### src/rtl/bus_pkg.sv
// Shared definitions for the memory bus master: data width, device
// selector codes (ReqAddr[15:12]) and the master FSM state type.
package bus_pkg;

    localparam int DATA_W = 16;
    localparam int CNT_W  = 8;

    localparam logic [3:0] DEV_MEM = 4'h0;
    localparam logic [3:0] DEV_FP  = 4'h1;

    typedef enum logic {
        IDLE = 1'b0,
        BUSY = 1'b1
    } state_t;

endpackage

### src/rtl/bus_timeout_ctr.sv
// Wait-cycle counter for the bus master. Counts consecutive Waitreq-high
// cycles of the current access and flags the cycle in which one more stall
// would exceed the TIMEOUT budget. TIMEOUT of 0 never expires.
module bus_timeout_ctr
    import bus_pkg::*;
#(
    parameter int TIMEOUT = 255
) (
    input  logic clk,
    input  logic rst_n,
    input  logic clear,
    input  logic enable,
    output logic expired
);

    localparam logic [CNT_W-1:0] LIMIT = (TIMEOUT == 0) ? '0 : CNT_W'(TIMEOUT - 1);

    logic [CNT_W-1:0] count;

    // Restart on every new access, advance once per stalled cycle.
    always_ff @(posedge clk or negedge rst_n) begin
        if (!rst_n) begin
            count <= '0;
        end else if (clear) begin
            count <= '0;
        end else if (enable) begin
            count <= count + 1'b1;
        end
    end

    // Expiry is only meaningful while a stall is actually being counted.
    assign expired = (TIMEOUT != 0) && enable && (count == LIMIT);

endmodule

### src/rtl/mem_bus_master.sv
// Bus master between the pipeline MEM stage and the device bus. One access
// at a time: IDLE accepts a request and launches registered strobes, BUSY
// holds the bus steady until the device drops Waitreq or the wait budget
// runs out, then returns a one-cycle response pulse.
module mem_bus_master
    import bus_pkg::*;
#(
    parameter int TIMEOUT = 255
) (
    input  logic              Clock,
    input  logic              Resetn,
    input  logic              ReqValid,
    input  logic              ReqWrite,
    input  logic [DATA_W-1:0] ReqAddr,
    input  logic [DATA_W-1:0] ReqData,
    output logic              ReqReady,
    output logic              RspValid,
    output logic [DATA_W-1:0] RspData,
    output logic              RspError,
    output logic              Stall,
    output logic [DATA_W-1:0] DataAddr,
    output logic [DATA_W-1:0] BusIn,
    output logic              ReadData,
    output logic              WriteData,
    input  logic [DATA_W-1:0] BusOut,
    input  logic              Waitreq
);

    state_t state;
    logic   accept;
    logic   wait_cnt_en;
    logic   expired;

    assign ReqReady    = (state == IDLE);
    assign accept      = ReqValid & ReqReady;
    assign Stall       = (state == BUSY) | accept;
    assign wait_cnt_en = (state == BUSY) & Waitreq;

    bus_timeout_ctr #(
        .TIMEOUT (TIMEOUT)
    ) u_timeout (
        .clk     (Clock),
        .rst_n   (Resetn),
        .clear   (accept),
        .enable  (wait_cnt_en),
        .expired (expired)
    );

    // Master FSM with registered bus and response outputs.
    always_ff @(posedge Clock or negedge Resetn) begin
        if (!Resetn) begin
            state     <= IDLE;
            DataAddr  <= '0;
            BusIn     <= '0;
            ReadData  <= 1'b0;
            WriteData <= 1'b0;
            RspValid  <= 1'b0;
            RspError  <= 1'b0;
            RspData   <= '0;
        end else begin
            RspValid <= 1'b0;
            RspError <= 1'b0;
            case (state)
                IDLE: begin
                    if (ReqValid) begin
                        DataAddr  <= ReqAddr;
                        BusIn     <= ReqData;
                        ReadData  <= ~ReqWrite;
                        WriteData <= ReqWrite;
                        state     <= BUSY;
                    end
                end
                BUSY: begin
                    if (!Waitreq) begin
                        // Normal completion; stores leave RspData untouched.
                        ReadData  <= 1'b0;
                        WriteData <= 1'b0;
                        RspValid  <= 1'b1;
                        if (ReadData) begin
                            RspData <= BusOut;
                        end
                        state <= IDLE;
                    end else if (expired) begin
                        // Device held Waitreq too long: abort with an error.
                        ReadData  <= 1'b0;
                        WriteData <= 1'b0;
                        RspValid  <= 1'b1;
                        RspError  <= 1'b1;
                        RspData   <= '0;
                        state     <= IDLE;
                    end
                end
                default: state <= IDLE;
            endcase
        end
    end

endmodule
### config.mk
export PLATFORM = sky130hd
export DESIGN_NAME = mem_bus_master
export DESIGN_NICKNAME = d
export VERILOG_FILES = /design/src/rtl/bus_pkg.sv /design/src/rtl/bus_timeout_ctr.sv /design/src/rtl/mem_bus_master.sv
export SDC_FILE = /design/constraint.sdc
export NUM_CORES = 1
export LEC_CHECK = 0
export CAP_MARGIN = 10
export CORE_UTILIZATION = 36
export DETAILED_ROUTE_END_ITERATION = 8
export PLACE_DENSITY = 0.71
export SYNTH_ARGS = -nofsm -noshare
export SYNTH_HDL_FRONTEND = slang
export SYNTH_SLANG_ARGS = --single-unit
### constraint.sdc
create_clock -name Clock -period 1.3 [get_ports Clock]
set_input_delay 0.13 -clock Clock [delete_from_list [all_inputs] [get_ports Clock]]
set_output_delay 0.13 -clock Clock [all_outputs]
set_load 0.01 [all_outputs]
* Yosys cells after proc, flatten, opt, wreduce, memory -nomap -nowiden *
Cells that the tools add are included.

operators by class
  add/sub/neg operators = 1
  reductions and logical operators = 6
  mux-type cells = 20
  equal/unequal tests = 4
  bitwise operators = 5

operators with widths
  cell                                           number
  two-way mux 16 bit                             3
  two-way mux 8 bit                              2
  two-way mux 1 bit                              12
  adder 8 x 1 -> 8 bit, second input constant    1
  equality test 8 bit, second input constant     1
  one-hot mux 1 bit (2 select lines)             3
  AND reduction 2 bit                            2
  nonzero test 2 bit                             2
  != test 3 x 2 -> 1 bit, second input constant  1
  AND reduction 3 bit                            1
  bitwise AND 1 bit                              2
  != test 2 x 1 -> 1 bit, second input constant  1
  != test 2 bit, second input constant           1
  inverter 1 bit                                 2
  logical AND 1 bit                              1
  bitwise OR 1 bit                               1

word-level totals
  input bits = 53
  logic and storage cells = 45
  register bits after elaboration = 61
  output and inout bits = 54

* Logic depth before layout (Yosys ltp) *
Gate-level depths: netlist of the first run.

  word-level depth = 5
  mapped depth = 6

* Cells and area by module *
From an unflattened synthesis of the first run, not the netlist that was laid out.

second synthesis, totals
  cell total of the unflattened synthesis = 188
  area, all modules = 2,600.0 um^2

modules (own cells, without submodules)
  module           cells each  area an instance (um^2)  sequential area each (um^2)  times used
  mem_bus_master   147         2,188.3                  1,326.3                      1
  bus_timeout_ctr  41          411.6                    200.2                        1

* Worst setup path after synthesis of the first run *
Ideal clock, no wire load.

  path type = reg2reg
  from = register ReadData
  to = register RspData[10]
  path slack = -0.091 ns
  period minus slack after synthesis = 1.391 ns
  cell stages (with the launch flop) = 7
  data arrival time = 1.259 ns
  library setup time = 0.132 ns
  required time = 1.168 ns
  cells stage by stage = dfrtp_1 buf_6 and2_1 buf_6 buf_4 a2bb2oi_1 o221ai_2

on the way
  longest elaborated chain between the ends = 2

RTL lines
  what                                  RTL line              source
  from (decl)                           mem_bus_master.sv:23  output logic ReadData,
  from (signal assigned)                mem_bus_master.sv:68  ReadData <= ~ReqWrite;
  nonzero test 2 bit (no source line)   --
  AND reduction 3 bit (no source line)  --
  to (signal assigned)                  mem_bus_master.sv:80  RspData <= BusOut;
  to (decl)                             mem_bus_master.sv:18  output logic [DATA_W-1:0] RspData,

No other way between the ends.
A chain may end at the register's enable or synchronous reset.

* Final worst setup path of the first run *
  from = register u_timeout.count[0]
  to = register RspData[12]

on the way
  longest elaborated chain between the ends = 4

RTL lines
  what                                     RTL line               source
  from (decl)                              bus_timeout_ctr.sv:18  logic [CNT_W-1:0] count;
  from (signal assigned)                   bus_timeout_ctr.sv:27  count <= count + 1'b1;
  equality test 8 bit                      bus_timeout_ctr.sv:32  assign expired = (TIMEOUT != 0) && enable && (count == LIMIT);
  logical AND 1 bit                        bus_timeout_ctr.sv:32
  != test 2 x 1 -> 1 bit (no source line)  --
  AND reduction 3 bit (no source line)     --

No other way between the ends.

==> results.toml, run 1 <==
[global_route]
grt_pass1_wl_um = 11600
grt_usage_pct = 17.7
antenna_found_initial = 0
grt_max_degree = 62
grt_pass1_vias = 2470
grt.overflow.total = 0

[critical_path]
rr_startpoint = "u_timeout.count[0]$_DFFE_PN0P_"
cp.arrival_ps = 1520
path_max_fanout = 6
crit_type = "reg -> reg"
critical_path_required_ps = 1500
cp-start-kind = "register"
worst_path_largest_cell_delay_ps = 380
reg2reg_depth = 6
reg2reg_slack_ps = -20
critical_path.endpoint_type = "register"
r2r-end = "RspData[12]$_DFFE_PN0P_"
crit_chain = "inv_1 -> ha_2 -> nand3_4 -> o21ai_4 -> buf_6 -> o221ai_2"
crit_slowest_cell = "dfrtp_1"

[timing]
fin_skew_ps = 2.41
finalCriticalPeriod_ps = 1320
max_slew_margin_pct = 77.8
period_share_pct = 101
fin_setup_tns_ps = -150
setup_viol = 16
rsz0062_at_grt = "true"
finalMaxSlewViolations = 0
fmax_ghz = 0.758
timing.final.ws_setup_ps = -18.8
final-hold-violation-count = 0
worst_slew_pin_slew_ps = 333

[hold_path]
min_from = "ReqData[4]"
holdPathStages = 3
min_path_type = "in -> reg"
min_to = "BusIn[4]$_DFFE_PN0P_"

[clock_network]
cts_buffers = 9
clk_pin_slew_ps = 60
clk_path_buf_depth = 2
htreeDepth = 3
cts-root-buf = "clkbuf_8"
cts.sinks = 61
cts_tree = "built"
clkLatencyLatePin_ps = 320

[yosys]
yosysTopAreaCellShare_pct = 55.1
synth_area_um2 = 2770
ys_seq_area_share_pct = 55.1
synth.largest_area_cell = "dfrtp_1"
synth_cell_types = 33
ys_top_cells_by_area = "dfrtp_1, nand2_1, o221ai_2"
syn_inst = 282
avgSynthCellArea_um2 = 9.83
ys_ff_latch = 61
synth_nets = 337
synth_warnings = 0

[die]
die_w_um = 89.7
io_pins = 107
start_util_pct = 37.8
chipHeight_um = 89.7
dieArea_um2 = 8050
core_area_um2 = 7330
rows = 31

[placed_design]
place_congestion = 0.760
place_hpwl_um = 4670
portBuffers = 106

[final_layout]
drive_gt1_share_pct = 19.0
nNetsFinal = 462
area_growth_pct = 56.7
fillers = 637
layout_common_cells = "nand2_1, dfrtp_1, dlygate4sd2_1, clkdlybuf4s50_1, inv_1"
diodes = 0
final_common_cell = "nand2_1"

[power]
leakagePower_nw = 2.11
vdd_drop_max_mv = 0.563
p_total_mw = 6.18
power_density_nw_per_um2 = 1420

[route]
via_per_inst = 4.75
drt_iter0_drc = 90
dr.pass1.iters = 4
drc_errors = 0
antenna_left = 0
wl_per_cell_um = 13.4
vias = 2422
wl_um = 6810

[run_status]
violations = "negative setup slack"
status = "finished, violations left"

[flow_run]
cap_violations = 0
## cell families (layout without fill, tap and decap cells)
| family | count (synthesis) | in the layout | share of synthesized area (%) |
|---|---|---|---|
| compound gates | 49 | 49 | 17.0 |
| fa+ha+maj | 2 | 2 | 0.903 |
| buf+inv | 36 | 165 | 6.73 |
| flops | 61 | 61 | 55.1 |
| mux | 2 | 2 | 0.722 |
| simple gates | 132 | 132 | 19.5 |
## worst max-delay path, delay by kind of cell, from the launching register on
kind / cells / cell delay (ps)
buf+inv: 2 / 230
flops: 1 / 380
compound gates: 2 / 300
fa+ha+maj: 1 / 200
simple gates: 1 / 80
## registers in the layout, summed over array words and instances, names as in the netlist
| register | flops |
|---|---|
| RspError | 1 |
| BusIn | 16 |
| state | 1 |
| WriteData | 1 |
| ReadData | 1 |
| RspValid | 1 |
| RspData | 16 |
| u_timeout.count | 8 |
| DataAddr | 16 |
## power by group
part | internal (mW) | switching, mW | total, mW
logic | 1.15 | 1.09 | 2.24
clock network | 0.729 | 0.678 | 1.41
registers | 2.29 | 0.244 | 2.53
## layout make-up
cell class	count	area, um^2	share of cell area [%]
clock buffer	13	149	3.43
clock inverter	2	10.0	0.230
inverter	19	71.3	1.64
multi-input combinational	185	1220	28.1
sequential	61	1530	35.1
tap	99	124	2.85
timing repair buffer	131	1240	28.6
## cells in the mapped netlist (all sizes together)
master,n
buf,15
mux2i,2
dfrtp,61
o31ai,4
nor2b,1
o311ai,1
inv,18
nand2b,1
nor3,1
clkinv,1
o21ai,5
nand4,2
o221ai,16
o22ai,1
ha,2
nand3,4
and2,2
o211ai,4
o41ai,1
clkbuf,2
nor2,2
nand2,118
or2,1
a2bb2oi,16
a221oi,1
## metal layers
metal	GRT usage, %	wire (um)	share of wire, %
met5	0	0	0
met3	6.85	513	7.5
met1	22.5	3010	44
met2	28.4	3250	48
met4	4.51	38	0.56
## per-stage QoR
stage	area (um^2)	hold slack, ps	instances	utilization [%]	setup WS [ps]
floorplan	2840	-166	282	-	-61.2
global placement	4100	166	490	56.0	-121
CTS	4270	311	508	58.2	-22.1
finish	4340	326	510	59.3	-18.8
global route	4340	312	510	59.3	-94.8
detailed placement	4100	171	490	56.0	-125
## worst max path at each step
stage | slack, ps | start | to
3_3_place_gp | -120 | ReqValid | Stall
3_5_place_dp | -130 | ReqValid | Stall
6_report | -20 | u_timeout.count[0]$_DFFE_PN0P_ | RspData[12]$_DFFE_PN0P_
2_1_floorplan | -60 | u_timeout.count[0]$_DFFE_PN0P_ | RspData[10]$_DFFE_PN0P_
5_1_grt | -90 | u_timeout.count[0]$_DFFE_PN0P_ | RspData[1]$_DFFE_PN0P_
4_1_cts | -20 | u_timeout.count[0]$_DFFE_PN0P_ | RspData[1]$_DFFE_PN0P_
## timing repair
item	in CTS	in global routing
setup endpoints to repair	71	48
hold endpoints to repair	61	0
buffers inserted	2	2
gates resized for setup	67	11
hold buffers	1	0
pin swaps	1	1
Note: power is estimated with default switching activity, not from simulation.
==> inputs of run 2 (changes only) <==
--- a/config.mk
+++ b/config.mk
@@ -6,9 +6,11 @@
 export NUM_CORES = 1
 export LEC_CHECK = 0
 export CAP_MARGIN = 10
-export CORE_UTILIZATION = 36
+export CORE_UTILIZATION = 56
+export CTS_CLUSTER_SIZE = 12
 export DETAILED_ROUTE_END_ITERATION = 8
-export PLACE_DENSITY = 0.71
+export DONT_BUFFER_PORTS = 1
+export PLACE_DENSITY = 0.74
 export SYNTH_ARGS = -nofsm -noshare
 export SYNTH_HDL_FRONTEND = slang
 export SYNTH_SLANG_ARGS = --single-unit
==> results.toml, run 2 (synthesis gave the netlist of run 1 again) <==
[critical_path]
path_max_fanout = 19
reg2reg_depth = 6
critical_path.endpoint_type = "register"
reg2reg_slack_ps = -10
critical_path_required_ps = 1500
cp-start-kind = "register"
r2r-end = "RspData[14]$_DFFE_PN0P_"
rr_startpoint = "u_timeout.count[0]$_DFFE_PN0P_"
crit_type = "reg -> reg"
cp.arrival_ps = 1510

[power]
leakagePower_nw = 1.71
p_total_mw = 5.83
vdd_drop_max_mv = 1.02
power_density_nw_per_um2 = 1660

[final_layout]
final_common_cell = "nand2_1"
layout_common_cells = "nand2_1, dfrtp_1, dlygate4sd3_1, inv_1"
fin_util_pct = 74.1
reg.largest.list = "BusIn: 16 flops, DataAddr: 16 flops, RspData: 16 flops"
fillers = 334
diodes = 0
drive_gt1_share_pct = 18.5
area_growth_pct = 27.0
nNetsFinal = 381
fin_cells = 397

[global_route]
antenna_found_initial = 0
grt_pass1_wl_um = 10100
grt_usage_pct = 26.0
grt_max_degree = 62
grt_pass1_vias = 2257
grt.overflow.total = 0

[timing]
worst_slew_pin_slew_ps = 281
setup_viol = 7
max_slew_margin_pct = 81.0
rsz0062_at_grt = "true"
final-hold-violation-count = 77
fmax_ghz = 0.762
timing.final.ws_setup_ps = -12.9
period_share_pct = 101
finalMaxSlewViolations = 0
hold_slack_ps = -510
finalCriticalPeriod_ps = 1310
fin_setup_tns_ps = -64.3
fin_skew_ps = 8.91

[die]
start_util_pct = 58.3
core_area_um2 = 4750
die_w_um = 72.4
dieArea_um2 = 5230
io_pins = 107
chipHeight_um = 72.4
rows = 25

[route]
antenna_left = 0
vias = 2187
wl_per_cell_um = 16.4
via_per_inst = 5.51
dr.pass1.iters = 4
wl_um = 6530
drc_errors = 0
drt_iter0_drc = 197

[placed_design]
place_congestion = 0.755
place_hpwl_um = 3810
portBuffers = 0
post-place-cells = 348

[run_status]
status = "finished, violations left"
violations = "negative hold slack, negative setup slack"

[flow_run]
cap_violations = 0

[clock_network]
clk_pin_slew_ps = 70
clk_path_buf_depth = 2
cts-root-buf = "clkbuf_8"
cts_buffers = 9
htreeDepth = 3
cts.sinks = 61
clkLatencyLatePin_ps = 330
hold_buffers = 33
cts_tree = "built"

[hold_path]
min_path_type = "in -> async"
==> run 2: timing repair <==
action	4_1_cts	5_1_grt
resized for setup	1	5
setup endpoints to repair	8	26
buffers inserted	0	1
endpoints found under the hold margin	111	77
pin swaps	0	1
==> run 2: through the flow <==
step / setup slack, ps / area [um^2]
2_1_floorplan: -61.2 / 2840
3_3_place_gp: 37.8 / 2960
3_5_place_dp: -6.12 / 2960
4_1_cts: -12.7 / 3500
5_1_grt: -121 / 3520
6_report: -12.9 / 3520
==> run 2: per-layer routing <==
| layer | vias to the layer above | track usage [%] | wire length, um |
|---|---|---|---|
| li1 | 1036 | - | - |
| met1 | 1031 | 30.1 | 2510 |
| met2 | 108 | 44.3 | 3370 |
| met3 | 12 | 7.36 | 519 |
| met4 | 0 | 12.6 | 126 |
| met5 | - | 0 | 0 |
==> run 2: area by class of cell <==
| cell class | instances | area, um^2 | share of cell area, % |
|---|---|---|---|
| multi-input cells | 185 | 1130 | 32.1 |
| well taps | 67 | 83.8 | 2.38 |
| repair buffers | 50 | 507 | 14.4 |
| inverters | 19 | 75.1 | 2.13 |
| clock buffers | 11 | 151 | 4.30 |
| clock inverters | 4 | 47.5 | 1.35 |
| flip-flops and latches | 61 | 1530 | 43.4 |
==> run 2: how the worst max path moves through the flow <==
| stage | start | endpoint | slack (ps) |
|---|---|---|---|
| 3_5_place_dp | u_timeout.count[0]$_DFFE_PN0P_ | RspData[2]$_DFFE_PN0P_ | -6 |
| 4_1_cts | u_timeout.count[0]$_DFFE_PN0P_ | RspData[12]$_DFFE_PN0P_ | -10 |
| 2_1_floorplan | u_timeout.count[0]$_DFFE_PN0P_ | RspData[10]$_DFFE_PN0P_ | -60 |
| 5_1_grt | u_timeout.count[0]$_DFFE_PN0P_ | RspData[13]$_DFFE_PN0P_ | -120 |
| 6_report | u_timeout.count[0]$_DFFE_PN0P_ | RspData[14]$_DFFE_PN0P_ | -10 |
| 3_3_place_gp | u_timeout.count[0]$_DFFE_PN0P_ | RspData[13]$_DFFE_PN0P_ | 40 |
==> run 2: power by group <==
| part | switching [mW] | internal, mW |
|---|---|---|
| registers | 0.496 | 2.29 |
| clock network | 0.710 | 0.972 |
| logic | 0.672 | 0.695 |
| total | 1.88 | 3.95 |
==> run 2: worst max-delay path: stages, from the launching register on <==
cell	delay, ps
dfrtp_1	380
inv_1	60
ha_1	150
nand3_2	100
o21ai_4	180
buf_12	180
o221ai_1	120
